<file path="src/rtl/slave_rx_port_if.sv">
// slave_rx_port_if: serial system-bus signals between master_port and a slave
// endpoint. All signals are single-bit and are sampled on the rising clock edge.
interface slave_rx_port_if;
   logic sel;
   logic read_en;
   logic write_en;
   logic m_valid;
   logic addr_bus;
   logic burst_size_bus;
   logic w_data_bus;
   logic s_ready;
   logic s_valid;
   logic rx_data;

   modport master (
      output sel, read_en, write_en, m_valid, addr_bus, burst_size_bus, w_data_bus,
      input  s_ready, s_valid, rx_data
   );

   modport slave (
      input  sel, read_en, write_en, m_valid, addr_bus, burst_size_bus, w_data_bus,
      output s_ready, s_valid, rx_data
   );
endinterface

</file>
<file path="src/rtl/slave_rx_port.sv">
// slave_rx_port: slave-side endpoint of the serial system bus.
// Deserialises address, burst count and write words sent LSB first, drives a
// parallel memory port, and serialises read words back to the master.
// Optional feature macro: SLAVE_PARITY_EN. When defined, each write word is
// followed by an even-parity bit; a bad word is not written and parity_err
// latches high until reset. When undefined, parity_err is tied low.
module slave_rx_port #(
   parameter int SLAVE_ADDR_SIZE = 12,
   parameter int BURST_SIZE      = 12,
   parameter int WORD_SIZE       = 8
) (
   input  logic                       clk,
   input  logic                       rst,
   slave_rx_port_if.slave             bus,
   output logic [SLAVE_ADDR_SIZE-1:0] mem_addr,
   output logic [WORD_SIZE-1:0]       mem_wdata,
   output logic                       mem_we,
   output logic                       mem_re,
   input  logic [WORD_SIZE-1:0]       mem_rdata,
   output logic                       parity_err
);
   localparam int A = SLAVE_ADDR_SIZE;
   localparam int B = BURST_SIZE;
   localparam int W = WORD_SIZE;
`ifdef SLAVE_PARITY_EN
   localparam int WBITS = W + 1;
`else
   localparam int WBITS = W;
`endif
   localparam int CW = $clog2(A + WBITS + 1);

   localparam logic [CW-1:0] ADDR_LAST  = CW'(A - 1);
   localparam logic [CW-1:0] BURST_BITS = CW'(B);
   localparam logic [CW-1:0] DATA_BITS  = CW'(W);
   localparam logic [CW-1:0] WBIT_LAST  = CW'(WBITS - 1);
   localparam logic [CW-1:0] RBIT_LAST  = CW'(W - 1);

   localparam logic [2:0] IDLE   = 3'd0,
                          ADDR   = 3'd1,
                          WDATA  = 3'd2,
                          WMEM   = 3'd3,
                          RREQ   = 3'd4,
                          RWAIT  = 3'd5,
                          RSHIFT = 3'd6;

   logic [2:0]    state;
   logic          is_read;
   logic [CW-1:0] cnt;
   logic [B-1:0]  k;
   logic [A-1:0]  addr_sh;
   logic [B-1:0]  burst_sh;
   logic [W-1:0]  wd_sh;
   logic [W-1:0]  rd_sh;
   logic [B-1:0]  burst_last;
   logic          last_word;
   logic          start;
`ifdef SLAVE_PARITY_EN
   logic          par_bad;
`endif

   // A burst field of zero still moves one word, so the last index is clamped at 0.
   assign burst_last = (burst_sh == '0) ? '0 : burst_sh - 1'b1;
   assign last_word  = (k == burst_last);
   assign start      = bus.sel && bus.m_valid && (bus.read_en ^ bus.write_en);

   // Main transaction sequencer: address/burst capture, write assembly, read serialisation.
   always_ff @(posedge clk) begin
      if (rst) begin
         state    <= IDLE;
         is_read  <= 1'b0;
         cnt      <= '0;
         k        <= '0;
         addr_sh  <= '0;
         burst_sh <= '0;
         wd_sh    <= '0;
         rd_sh    <= '0;
`ifdef SLAVE_PARITY_EN
         par_bad    <= 1'b0;
         parity_err <= 1'b0;
`endif
      end else begin
         case (state)
            IDLE: begin
               if (start) begin
                  is_read  <= bus.read_en;
                  addr_sh  <= (addr_sh >> 1) | (A'(bus.addr_bus) << (A - 1));
                  burst_sh <= (burst_sh >> 1) | (B'(bus.burst_size_bus) << (B - 1));
                  cnt      <= CW'(1);
                  k        <= '0;
                  state    <= ADDR;
               end
            end
            ADDR: begin
               if (!bus.m_valid) begin
                  cnt   <= '0;
                  state <= IDLE;
               end else begin
                  addr_sh <= (addr_sh >> 1) | (A'(bus.addr_bus) << (A - 1));
                  if (cnt < BURST_BITS) begin
                     burst_sh <= (burst_sh >> 1) | (B'(bus.burst_size_bus) << (B - 1));
                  end
                  if (cnt == ADDR_LAST) begin
                     cnt   <= '0;
                     state <= is_read ? RREQ : WDATA;
                  end else begin
                     cnt <= cnt + 1'b1;
                  end
               end
            end
            WDATA: begin
               if (bus.m_valid) begin
                  if (cnt < DATA_BITS) begin
                     wd_sh <= (wd_sh >> 1) | (W'(bus.w_data_bus) << (W - 1));
                  end
`ifdef SLAVE_PARITY_EN
                  else begin
                     par_bad <= (bus.w_data_bus != ^wd_sh);
                     if (bus.w_data_bus != ^wd_sh) begin
                        parity_err <= 1'b1;
                     end
                  end
`endif
                  if (cnt == WBIT_LAST) begin
                     cnt   <= '0;
                     state <= WMEM;
                  end else begin
                     cnt <= cnt + 1'b1;
                  end
               end else if (cnt != '0) begin
                  cnt   <= '0;
                  state <= IDLE;
               end
            end
            WMEM: begin
               k     <= k + 1'b1;
               state <= last_word ? IDLE : WDATA;
            end
            RREQ: begin
               state <= RWAIT;
            end
            RWAIT: begin
               rd_sh <= mem_rdata;
               cnt   <= '0;
               state <= RSHIFT;
            end
            RSHIFT: begin
               rd_sh <= rd_sh >> 1;
               if (cnt == RBIT_LAST) begin
                  cnt   <= '0;
                  k     <= k + 1'b1;
                  state <= last_word ? IDLE : RREQ;
               end else begin
                  cnt <= cnt + 1'b1;
               end
            end
            default: begin
               state <= IDLE;
            end
         endcase
      end
   end

   assign bus.s_ready = (state == IDLE);
   assign bus.s_valid = (state == RSHIFT);
   assign bus.rx_data = (state == RSHIFT) && rd_sh[0];
   assign mem_addr    = addr_sh + A'(k);
   assign mem_wdata   = wd_sh;
   assign mem_re      = (state == RREQ);
`ifdef SLAVE_PARITY_EN
   assign mem_we      = (state == WMEM) && !par_bad;
`else
   assign mem_we      = (state == WMEM);
   assign parity_err  = 1'b0;
`endif
endmodule

</file>
<file path="src/flat_wrapper.sv">
// flat-port wrapper written by rule: the top's interface ports become plain ports
module slave_rx_port_flat 
#(
   parameter int SLAVE_ADDR_SIZE = 12,
   parameter int BURST_SIZE      = 12,
   parameter int WORD_SIZE       = 8
)
  (clk, rst, mem_addr, mem_wdata, mem_we, mem_re, mem_rdata, parity_err, bus_sel, bus_read_en, bus_write_en, bus_m_valid, bus_addr_bus, bus_burst_size_bus, bus_w_data_bus, bus_s_ready, bus_s_valid, bus_rx_data);
  slave_rx_port_if bus_i ();
  input  logic clk;
  input  logic rst;
  output logic [SLAVE_ADDR_SIZE-1:0] mem_addr;
  output logic [WORD_SIZE-1:0] mem_wdata;
  output logic mem_we;
  output logic mem_re;
  input  logic [WORD_SIZE-1:0] mem_rdata;
  output logic parity_err;
  input wire logic [$bits(bus_i.sel)-1:0] bus_sel;
  input wire logic [$bits(bus_i.read_en)-1:0] bus_read_en;
  input wire logic [$bits(bus_i.write_en)-1:0] bus_write_en;
  input wire logic [$bits(bus_i.m_valid)-1:0] bus_m_valid;
  input wire logic [$bits(bus_i.addr_bus)-1:0] bus_addr_bus;
  input wire logic [$bits(bus_i.burst_size_bus)-1:0] bus_burst_size_bus;
  input wire logic [$bits(bus_i.w_data_bus)-1:0] bus_w_data_bus;
  output wire logic [$bits(bus_i.s_ready)-1:0] bus_s_ready;
  output wire logic [$bits(bus_i.s_valid)-1:0] bus_s_valid;
  output wire logic [$bits(bus_i.rx_data)-1:0] bus_rx_data;
  assign bus_i.sel = bus_sel;
  assign bus_i.read_en = bus_read_en;
  assign bus_i.write_en = bus_write_en;
  assign bus_i.m_valid = bus_m_valid;
  assign bus_i.addr_bus = bus_addr_bus;
  assign bus_i.burst_size_bus = bus_burst_size_bus;
  assign bus_i.w_data_bus = bus_w_data_bus;
  assign bus_s_ready = bus_i.s_ready;
  assign bus_s_valid = bus_i.s_valid;
  assign bus_rx_data = bus_i.rx_data;
  slave_rx_port #(.SLAVE_ADDR_SIZE(SLAVE_ADDR_SIZE), .BURST_SIZE(BURST_SIZE), .WORD_SIZE(WORD_SIZE)) u_core (.clk(clk), .rst(rst), .bus(bus_i), .mem_addr(mem_addr), .mem_wdata(mem_wdata), .mem_we(mem_we), .mem_re(mem_re), .mem_rdata(mem_rdata), .parity_err(parity_err));
endmodule
</file>
<file path="config.mk">
export PLATFORM = sky130hd
export DESIGN_NAME = slave_rx_port_flat
export DESIGN_NICKNAME = d
export VERILOG_FILES = /design/src/rtl/slave_rx_port_if.sv /design/src/rtl/slave_rx_port.sv /design/src/flat_wrapper.sv
export SDC_FILE = /design/constraint.sdc
export NUM_CORES = 1
export LEC_CHECK = 0
export CORE_MARGIN = 2
export CORE_UTILIZATION = 57
export CTS_CLUSTER_DIAMETER = 120
export DETAILED_ROUTE_END_ITERATION = 12
export PLACE_DENSITY = 0.8
export REMOVE_ABC_BUFFERS = 1
export SYNTH_ARGS = -nofsm -noshare
export SYNTH_HDL_FRONTEND = slang
export SYNTH_SLANG_ARGS = --single-unit
</file>
<file path="constraint.sdc">
create_clock -name clk -period 2.9 [get_ports clk]
set_input_delay 0.725 -clock clk [delete_from_list [all_inputs] [get_ports clk]]
set_output_delay 0.725 -clock clk [all_outputs]
set_load 0.05 [all_outputs]
</file>
# After elaboration in Yosys (flattened, before gate mapping)

Index checks and enable logic that the tools add are counted.

Register bits: 61
Input port bits: 17
Output and inout bits: 26
Word-level logic and storage cells: 81

Add/sub/neg operators: 4
Magnitude comparators: 2
Eq/ne operators: 16
Muxes and demuxes: 30
Bitwise logic cells: 4
Reduce and logical (&&, ||, !) cells: 17

Operators with widths:

| kind                                                                         | count |
|---|---|
| 12-bit 2-to-1 mux                                                            | 8 |
| 12-bit case mux with 2 select lines                                          | 2 |
| 12-bit case mux with 3 select lines                                          | 1 |
| 5-bit 2-to-1 mux                                                             | 6 |
| 3-bit 2-to-1 mux                                                             | 9 |
| 5-bit case mux with 5 select lines                                           | 1 |
| 11-bit by 12-bit OR with 12-bit output                                       | 2 |
| 3-bit case mux with 7 select lines                                           | 1 |
| 8-bit case mux with 2 select lines                                           | 1 |
| 12-bit by 1-bit adder with 12-bit output, second input constant              | 1 |
| 12-bit adder                                                                 | 1 |
| 12-bit equality test                                                         | 1 |
| 12-bit zero test                                                             | 1 |
| 3-bit AND reduction                                                          | 4 |
| 12-bit by 1-bit subtractor with 12-bit output, second input constant         | 1 |
| 5-bit by 4-bit less-than comparator with 1-bit output, second input constant | 2 |
| 5-bit nonzero test                                                           | 2 |
| 3-bit equality test, second input constant                                   | 3 |
| 3-bit by 2-bit != test with 1-bit output, second input constant              | 3 |
| 7-bit by 8-bit OR with 8-bit output                                          | 1 |
| 3-bit by 2-bit equality test with 1-bit output, second input constant        | 2 |
| 2-bit by 1-bit != test with 1-bit output, second input constant              | 3 |
| 5-bit by 1-bit adder with 5-bit output, second input constant                | 1 |
| 5-bit by 3-bit equality test with 1-bit output, second input constant        | 1 |
| other kinds (12)                                                             | 15 |

# Depth between registers and ports, before layout

Gate-level depths: netlist of the first run.

Depth in word-level cells: 6
Gate-level depth with buffers: 10
Depth with buffers taken out: 10

# Worst setup path before layout of the first run

No wires, ideal clock.

Path kind: reg2out
Start point: register u_core.k[0]
End point: output port mem_addr[8]
Arrival: 2.637 ns
Required time: 2.175 ns
Path slack: -0.462 ns
Cell stages (with the launch flop): 11
Buffers on the path: 0
Cell sequence: dfxtp_1 ha_1 inv_1 fa_1 nor2b_1 o21ai_0 a21boi_0 o21ai_0 a21oi_1 nor2_1 xnor2_1

Longest elaborated chain between the ends: 1

Ends and longest elaborated chain:

| item                     | RTL line             | RTL |
|---|---|---|
| start: declaration       | slave_rx_port.sv:49  | `logic [B-1:0] k;` |
| start signal: assignment | slave_rx_port.sv:135 | `k <= k + 1'b1;` |
| start signal: assignment | slave_rx_port.sv:150 | `k <= k + 1'b1;` |
| 12-bit adder             | slave_rx_port.sv:166 | `assign mem_addr = addr_sh + A'(k);` |
| end: declaration         | flat_wrapper.sv:12   | `output logic [SLAVE_ADDR_SIZE-1:0] mem_addr;` |

Every way passes these cells.

# Final worst setup path of the first run

Start point: register u_core.addr_sh[0]
End point: output port mem_addr[10]

Longest elaborated chain between the ends: 1

Ends and longest elaborated chain:

| item                     | RTL line             | RTL |
|---|---|---|
| start: declaration       | slave_rx_port.sv:50  | `logic [A-1:0] addr_sh;` |
| start signal: assignment | slave_rx_port.sv:86  | `addr_sh <= (addr_sh >> 1) \| (A'(bus.addr_bus) << (A - 1));` |
| start signal: assignment | slave_rx_port.sv:98  | `addr_sh <= (addr_sh >> 1) \| (A'(bus.addr_bus) << (A - 1));` |
| 12-bit adder             | slave_rx_port.sv:166 |  |

Every way passes these cells.

==> results.md, run 1 <==
- Outcome: finished with violations
- Violated checks: negative setup slack
- Post-route DRC: 0
- Final Max Tran Viols: 0
- Data arrival, critical path: 2.50 ns
- Vias per Instance: 6.06
- Max frequency: 310 MHz
- Hold Path Depth: 2
- Drt pass-1 iters: 5
- I/O Buffers: 41
- Hold EP: u_core.rd_sh[4]
- Placed Cells incl. Taps: 607
- Synth area leader: dfxtp_1
- Skew final: 0.0102 ns
- Die Span X: 87.3 um
- CTS Hold Bufs: 0
- Largest fanout on the critical path: 2
- Pin count of the biggest net entering global routing: 40
- Number of H-tree levels: 3
- Internal power: 1.60 mW
- Register bit count reported by yosys: 61
- Initial antenna violation count: 0
- GRT Max-Usage Layer: met2
- Sequential area share after synthesis: 30.9%
- Post-synth cell types: 67
- WHS: 0.464 ns
- Net count, final: 574
- CP max stage cell: dfxtp_2
- Yosys warnings: 0
- Hold path start: u_core.rd_sh[4]
- Fin crit share: 111%
- Reg2reg start: u_core.burst_sh[0]
- Most frequent cells after synthesis: dfxtp_1 (61), nor2_1 (57), a21oi_1 (38), nand2_1 (32), mux2i_1 (26)
- Die area: 7620 um2
- CP endpoint kind: output port
- Ys async rst share: 0%
- Starting Density: 58.5%
- Net switching power: 0.504 mW
- Core Region: 6760 um2
- Post-route ant nets: 0
- Detailed placement HPWL: 6840 um
- Critical path's largest stage delay: 0.36 ns
- Ratio of cells with drive above 1 in the final layout: 18.7%
- GRT Overall Usage: 26.9%
- Grt met1 use: 32.0%
- Vias after detailed routing: 3793
- Clock buffer depth: 2
- R2R Setup Slk: 0.16 ns
- TritonCTS clock tree: built
- Global route total overflow: 0
- FF-to-FF End: u_core.state[2]
- First-pass GRT wire length: 16400 um
- Routing usage on met2: 46.5%
- Reg2Reg Depth: 9
- Setup WS post-layout: -0.329 ns
- Clk Latency, worst-skew pair: 0.35 ns
- RSZ-0062 raised after global routing: yes
- # setup viols final: 5
- VDD IR max: 0.000299 V
- Most common cell in the netlist: dfxtp_1
- Syn-to-layout area delta: 27.9%
- TritonCTS buffer count: 9
- Number of enable flip-flop cells after synthesis: 0
- Area contributors post-synth: dfxtp_1 (31%), mux2i_1 (6.6%), nor2_1 (5.4%), a21oi_1 (4.8%), ha_1 (4.7%)
- Vias in the first global route: 3629
- Leakage power total: 2.07 nW
- Flop pwr share: 40.6%
- Final Wtd Congestion: 0.942
- Layout Utilization: 74.8%
- WS Path Type: reg2out
- Max Cap Violations: 0
- Reg clk slew, reported paths: 0.08 ns
- Non-Filler Instances: 626
- 1st-iter DRT viols: 305
- Final min period: 3.23 ns
- ANT cells: 0
- Top-level port count: 43
- Synth Instances: 491
- Required @ worst endpoint: 2.17 ns
- Place WS: -0.171 ns
- Yosys top cell area share: 30.9%
- Synthesized area per cell: 8.05 um2
- WL/cell: 15.8 um
- Worst-path cell chain: ha_4 > inv_2 > fa_2 > nor2b_2 > o21ai_2 > a21boi_2 > o21ai_2 > a21oi_2 > buf_4 > o2111ai_4 > nand3_4 > buf_12
- Most frequent CP cell: o21ai_2
- Met3 usage: 4.64%
- Hold Crit Class: reg2reg
- Mapped cell area: 3950 um2
- Final hold violation count: 0
- FP Rows: 30
- PwrDens: 416 nW/um2
- Switch share: 23.9%
- Area post-placement: 4590 um2
- Die height: 87.3 um
- Worst slew margin: 45.8%
- Synth Flop Type: dfxtp_1
- Worst slew pin tran: 0.792 ns
- Clk pwr share: 49.2%
- Comb pwr share: 10.2%
- Root Driver: clkbuf_8
- Post-Layout Inst Area: 5050 um2
- Drt total wl: 9900 um
- CTS Sinks: 61
- Crit path launch type: flip-flop
per-layer routing:
layer,vias up,routed length (um)
li1,1864,-
met5,-,0
met2,112,4970
met4,0,204
met3,22,455
met1,1795,4260
layout by cell type (no fill, tap or decap), types with 5 or more instances in the layout:
cell             instances
a211oi_1                 8
a21oi_1                 34
a22oi_1                  5
a31oi_1                  6
and3_1                   5
buf_12                   9
buf_4                   36
clkbuf_8                 9
clkdlybuf4s50_1         26
dfxtp_1                 57
ha_1                    13
inv_1                   22
mux2i_1                 26
nand2_1                 32
nand2b_1                11
nand3_1                 22
nand4_1                  8
nor2_1                  56
nor3_1                  11
nor4_1                   6
o21ai_0                 12
or3_1                    7
xnor2_1                 12
xor2_1                   5
area by class of cell:
class	instances	area (um2)
tap	80	100
clock buffer	9	124
timing repair buffer	76	776
sequential	61	1230
multi-input combinational	370	2600
clock inverter	7	146
inverter	23	86.3
fill	476	1700
worst max-delay path: cells and delay by family (launching register included):
kind	cells	cell delay (ns)
adders and majority gates	2	0.48
buffers and inverters	3	0.33
AOI/OAI and AO/OA	5	0.70
and+or+nand+nor	2	0.27
DFF	1	0.36
worst max-delay path by stage:
| stage | slack (ns) | cells past startpoint | to | start |
|---|---|---|---|---|
| 2_1_floorplan | -0.46 | 10 | mem_addr[8] | u_core.k[0] |
| 3_3_place_gp | -0.10 | 11 | mem_addr[10] | u_core.addr_sh[0] |
| 3_5_place_dp | -0.17 | 11 | mem_addr[10] | u_core.addr_sh[0] |
| 4_1_cts | -0.30 | 10 | mem_addr[9] | u_core.addr_sh[1] |
| 5_1_grt | -0.42 | 12 | mem_addr[10] | u_core.addr_sh[0] |
| 6_report | -0.33 | 12 | mem_addr[10] | u_core.addr_sh[0] |
sequential cells by signal, summed over array words and instances (netlist names):
signal            count
u_core.addr_sh       12
u_core.burst_sh      12
u_core.k             12
u_core.mem_wdata      8
u_core.rd_sh          8
u_core.cnt            5
u_core.state          3
u_core.is_read        1
stage by stage:
step	setup TNS (ns)	total power [mW]
after floorplan	-3.77	0.994
after global placement	-0.163	1.08
after detailed placement	-0.324	1.08
after CTS	-1.14	2.12
after global routing	-1.84	2.17
final	-1.15	2.10
kinds of logic after synthesis:
| kind of cell | after synthesis | share of synthesized area [%] |
|---|---|---|
| other | 1 | 0.0949 |
| and+or+nand+nor | 191 | 25.5 |
| adders and majority gates | 16 | 5.25 |
| buffers and inverters | 60 | 7.38 |
| xor gates and xnor gates | 23 | 5.51 |
| muxes | 27 | 6.87 |
| AOI/OAI and AO/OA | 112 | 18.6 |
| DFF | 61 | 30.9 |
power groups by stage:
stage,Sequential (mW),Combinational (mW),Clock (mW)
after global placement,0.874,0.204,0
final,0.855,0.214,1.04
after global routing,0.856,0.231,1.09
after floorplan,0.873,0.121,0
after CTS,0.855,0.211,1.05
after detailed placement,0.874,0.209,0
timing repair:
| item | 4_1_cts | 5_1_grt |
|---|---|---|
| setup endpoints to repair | 7 | 8 |
| setup buffers | 2 | 1 |
| pin swaps | 14 | 11 |
| gates resized for setup | 27 | 14 |
(Power assumes the default switching activity.)
==> run 2: changes to the inputs <==
--- a/config.mk
+++ b/config.mk
@@ -7,7 +7,6 @@
 export LEC_CHECK = 0
 export CORE_MARGIN = 2
 export CORE_UTILIZATION = 57
-export CTS_CLUSTER_DIAMETER = 120
 export DETAILED_ROUTE_END_ITERATION = 12
 export PLACE_DENSITY = 0.8
 export REMOVE_ABC_BUFFERS = 1
==> results of run 2 <==
No change in the layout: final DEF, timing and power equal those of run 1.
==> run 3: changes to the inputs <==
--- a/config.mk
+++ b/config.mk
@@ -6,9 +6,9 @@
 export NUM_CORES = 1
 export LEC_CHECK = 0
 export CORE_MARGIN = 2
-export CORE_UTILIZATION = 57
+export CORE_UTILIZATION = 62
 export DETAILED_ROUTE_END_ITERATION = 12
-export PLACE_DENSITY = 0.8
+export PLACE_DENSITY = 0.87
 export REMOVE_ABC_BUFFERS = 1
 export SYNTH_ARGS = -nofsm -noshare
 export SYNTH_HDL_FRONTEND = slang
==> constraint.sdc (replaced) <==
create_clock -name clk -period 4.2 [get_ports clk]
set_input_delay 1.05 -clock clk [delete_from_list [all_inputs] [get_ports clk]]
set_output_delay 1.05 -clock clk [all_outputs]
set_load 0.05 [all_outputs]
==> run 3 against run 2 <==
  * The run now ends clean
  * Die area down 7.7%
  * Total power down 34%
  * Register-to-register slack better by 1.0 ns
==> results.md, run 3 (synthesized netlist as in run 1, its figures left out) <==
- Outcome: finished clean
- TritonCTS clock tree: built
- Vias per Instance: 6.19
- Worst-path cell chain: ha_1 > a21o_1 > a21oi_1 > o21a_1 > nor3_1 > a21oi_1 > xnor2_1 > clkdlybuf4s50_1
- CP endpoint kind: output port
- Skew final: 0.00886 ns
- GRT Overall Usage: 26.3%
- Max Cap Violations: 0
- Initial antenna violation count: 0
- Most common cell after layout, fill and taps aside: dfxtp_1
- Max frequency: 257 MHz
- Place WS: 0.395 ns
- Post-route ant nets: 0
- Setup Buffers After CTS: 0
- Final Wtd Congestion: 0.866
- Critical path's largest stage delay: 0.82 ns
- Switch share: 24.2%
- CP max stage cell: clkdlybuf4s50_1
- Drt total wl: 9020 um
- Most frequent CP cell: a21oi_1
- Top-level port count: 43
- Ratio of cells with drive above 1 in the final layout: 6.40%
- Reg clk slew, reported paths: 0.07 ns
- Leakage power total: 1.83 nW
- Crit path launch type: flip-flop
- Vias in the first global route: 3469
- Clk pwr share: 47.3%
- Net switching power: 0.335 mW
- Die Span X: 83.8 um
- I/O Buffers: 41
- Global route total overflow: 0
- Starting Density: 63.3%
- Top Registers: u_core.addr_sh: 12 flops, u_core.burst_sh: 12 flops, u_core.k: 12 flops
- Comb pwr share: 9.9%
- Syn-to-layout area delta: 14.8%
- Post-route DRC: 0
- WL/cell: 15.2 um
- Most frequent cells in the layout: dfxtp_1 (61), nor2_1 (57), a21oi_1 (38)
- 1st-iter DRT viols: 274
- Hold Crit Class: reg2reg
- ANT cells: 0
- Worst slew margin: 51.7%
- Die area: 7030 um2
- First-pass GRT wire length: 15300 um
- Data arrival, critical path: 2.84 ns
- Core Region: 6240 um2
- Drt pass-1 iters: 5
- VDD IR max: 0.000344 V
- Detailed placement HPWL: 6490 um
- Net count, final: 544
- Pin count of the biggest net entering global routing: 38
- Final hold violation count: 0
- Final Max Tran Viols: 0
- # setup viols final: 0
- Internal power: 1.05 mW
- Vias after detailed routing: 3671
- Fillers: 486
- FP Rows: 29
- Largest fanout on the critical path: 6
- Worst slew pin tran: 0.725 ns
- Fin crit share: 92.7%
- Final min period: 3.89 ns
- Required @ worst endpoint: 3.15 ns
- Die height: 83.8 um
- RSZ-0062 raised after global routing: no
- Flop pwr share: 42.8%
- PwrDens: 305 nW/um2
- Clk Latency, worst-skew pair: 0.35 ns
- WS Path Type: reg2out
- Area post-placement: 4280 um2
- Number of H-tree levels: 3
- Setup WS post-layout: 0.307 ns
- Clock buffer depth: 2
- CTS Sinks: 61
- Post-Layout Inst Area: 4540 um2
- Sum of negative setup slack: 0 ns
- TritonCTS buffer count: 9
- Root Driver: clkbuf_8
- Final Total Pwr: 1.38 mW
[run 3: layout make-up]
type,count,area (um2),share of cell area [%]
Tap cell,77,96.3,2.12
Inverter,23,86.3,1.90
Clock buffer,10,138,3.03
Multi-Input combinational cell,370,2440,53.8
Clock inverter,6,110,2.43
Sequential cell,61,1220,26.9
Timing Repair Buffer,46,445,9.82
[run 3: final timing paths]
| kind | start | end | slack, ns | cells past startpoint |
|---|---|---|---|---|
| setup reg to reg | u_core.burst_sh[0] | u_core.state[2] | 1.18 | 9 |
| hold / removal | u_core.rd_sh[5] | u_core.rd_sh[5] | 0.46 | 2 |
| hold reg to reg | u_core.rd_sh[5] | u_core.rd_sh[5] | 0.46 | 2 |
| setup / recovery | u_core.k[1] | mem_addr[7] | 0.31 | 8 |
[run 3: routing by layer]
metal | part of all wire (%) | up-vias | GRT usage, % | wire (um)
li1 | - | 1813 | - | -
met1 | 43 | 1726 | 31.3 | 3900
met2 | 50 | 113 | 46.0 | 4530
met3 | 4.3 | 19 | 3.76 | 388
met4 | 2.2 | 0 | 13.3 | 199
met5 | 0 | - | 0 | 0
[run 3: power by group through the flow]
| stage | Clock, mW | Combinational, mW | Sequential (mW) |
|---|---|---|---|
| 2_1_floorplan | 0 | 0.0834 | 0.603 |
| 3_3_place_gp | 0 | 0.132 | 0.605 |
| 3_5_place_dp | 0 | 0.134 | 0.605 |
| 4_1_cts | 0.661 | 0.135 | 0.592 |
| 5_1_grt | 0.682 | 0.147 | 0.593 |
| 6_report | 0.654 | 0.136 | 0.592 |
[run 3: worst max-delay path: cells and delay by family, from the launching register on]
family	cells	cell delay [ns]
AND/OR/NAND/NOR	1	0.07
XOR/XNOR	1	0.14
AO/OA/AOI/OAI	4	0.79
flip-flops	1	0.42
buffers and inverters	1	0.82
adder cells (fa/ha/maj)	1	0.26
[run 3: timing repair]
| action | 4_1_cts | 5_1_grt |
|---|---|---|
| setup endpoints to repair | 0 | 3 |
| resized for setup | 0 | 3 |
| hold buffers | 0 | 0 |
[run 3: through the flow]
| stage | hold WS, ns | cells | utilization [%] |
|---|---|---|---|
| after floorplan | 0.431 | 454 | - |
| after global placement | 0.447 | 577 | 68.6 |
| after detailed placement | 0.450 | 577 | 68.6 |
| after CTS | 0.460 | 593 | 72.6 |
| after global routing | 0.498 | 593 | 72.7 |
| final | 0.457 | 593 | 72.7 |
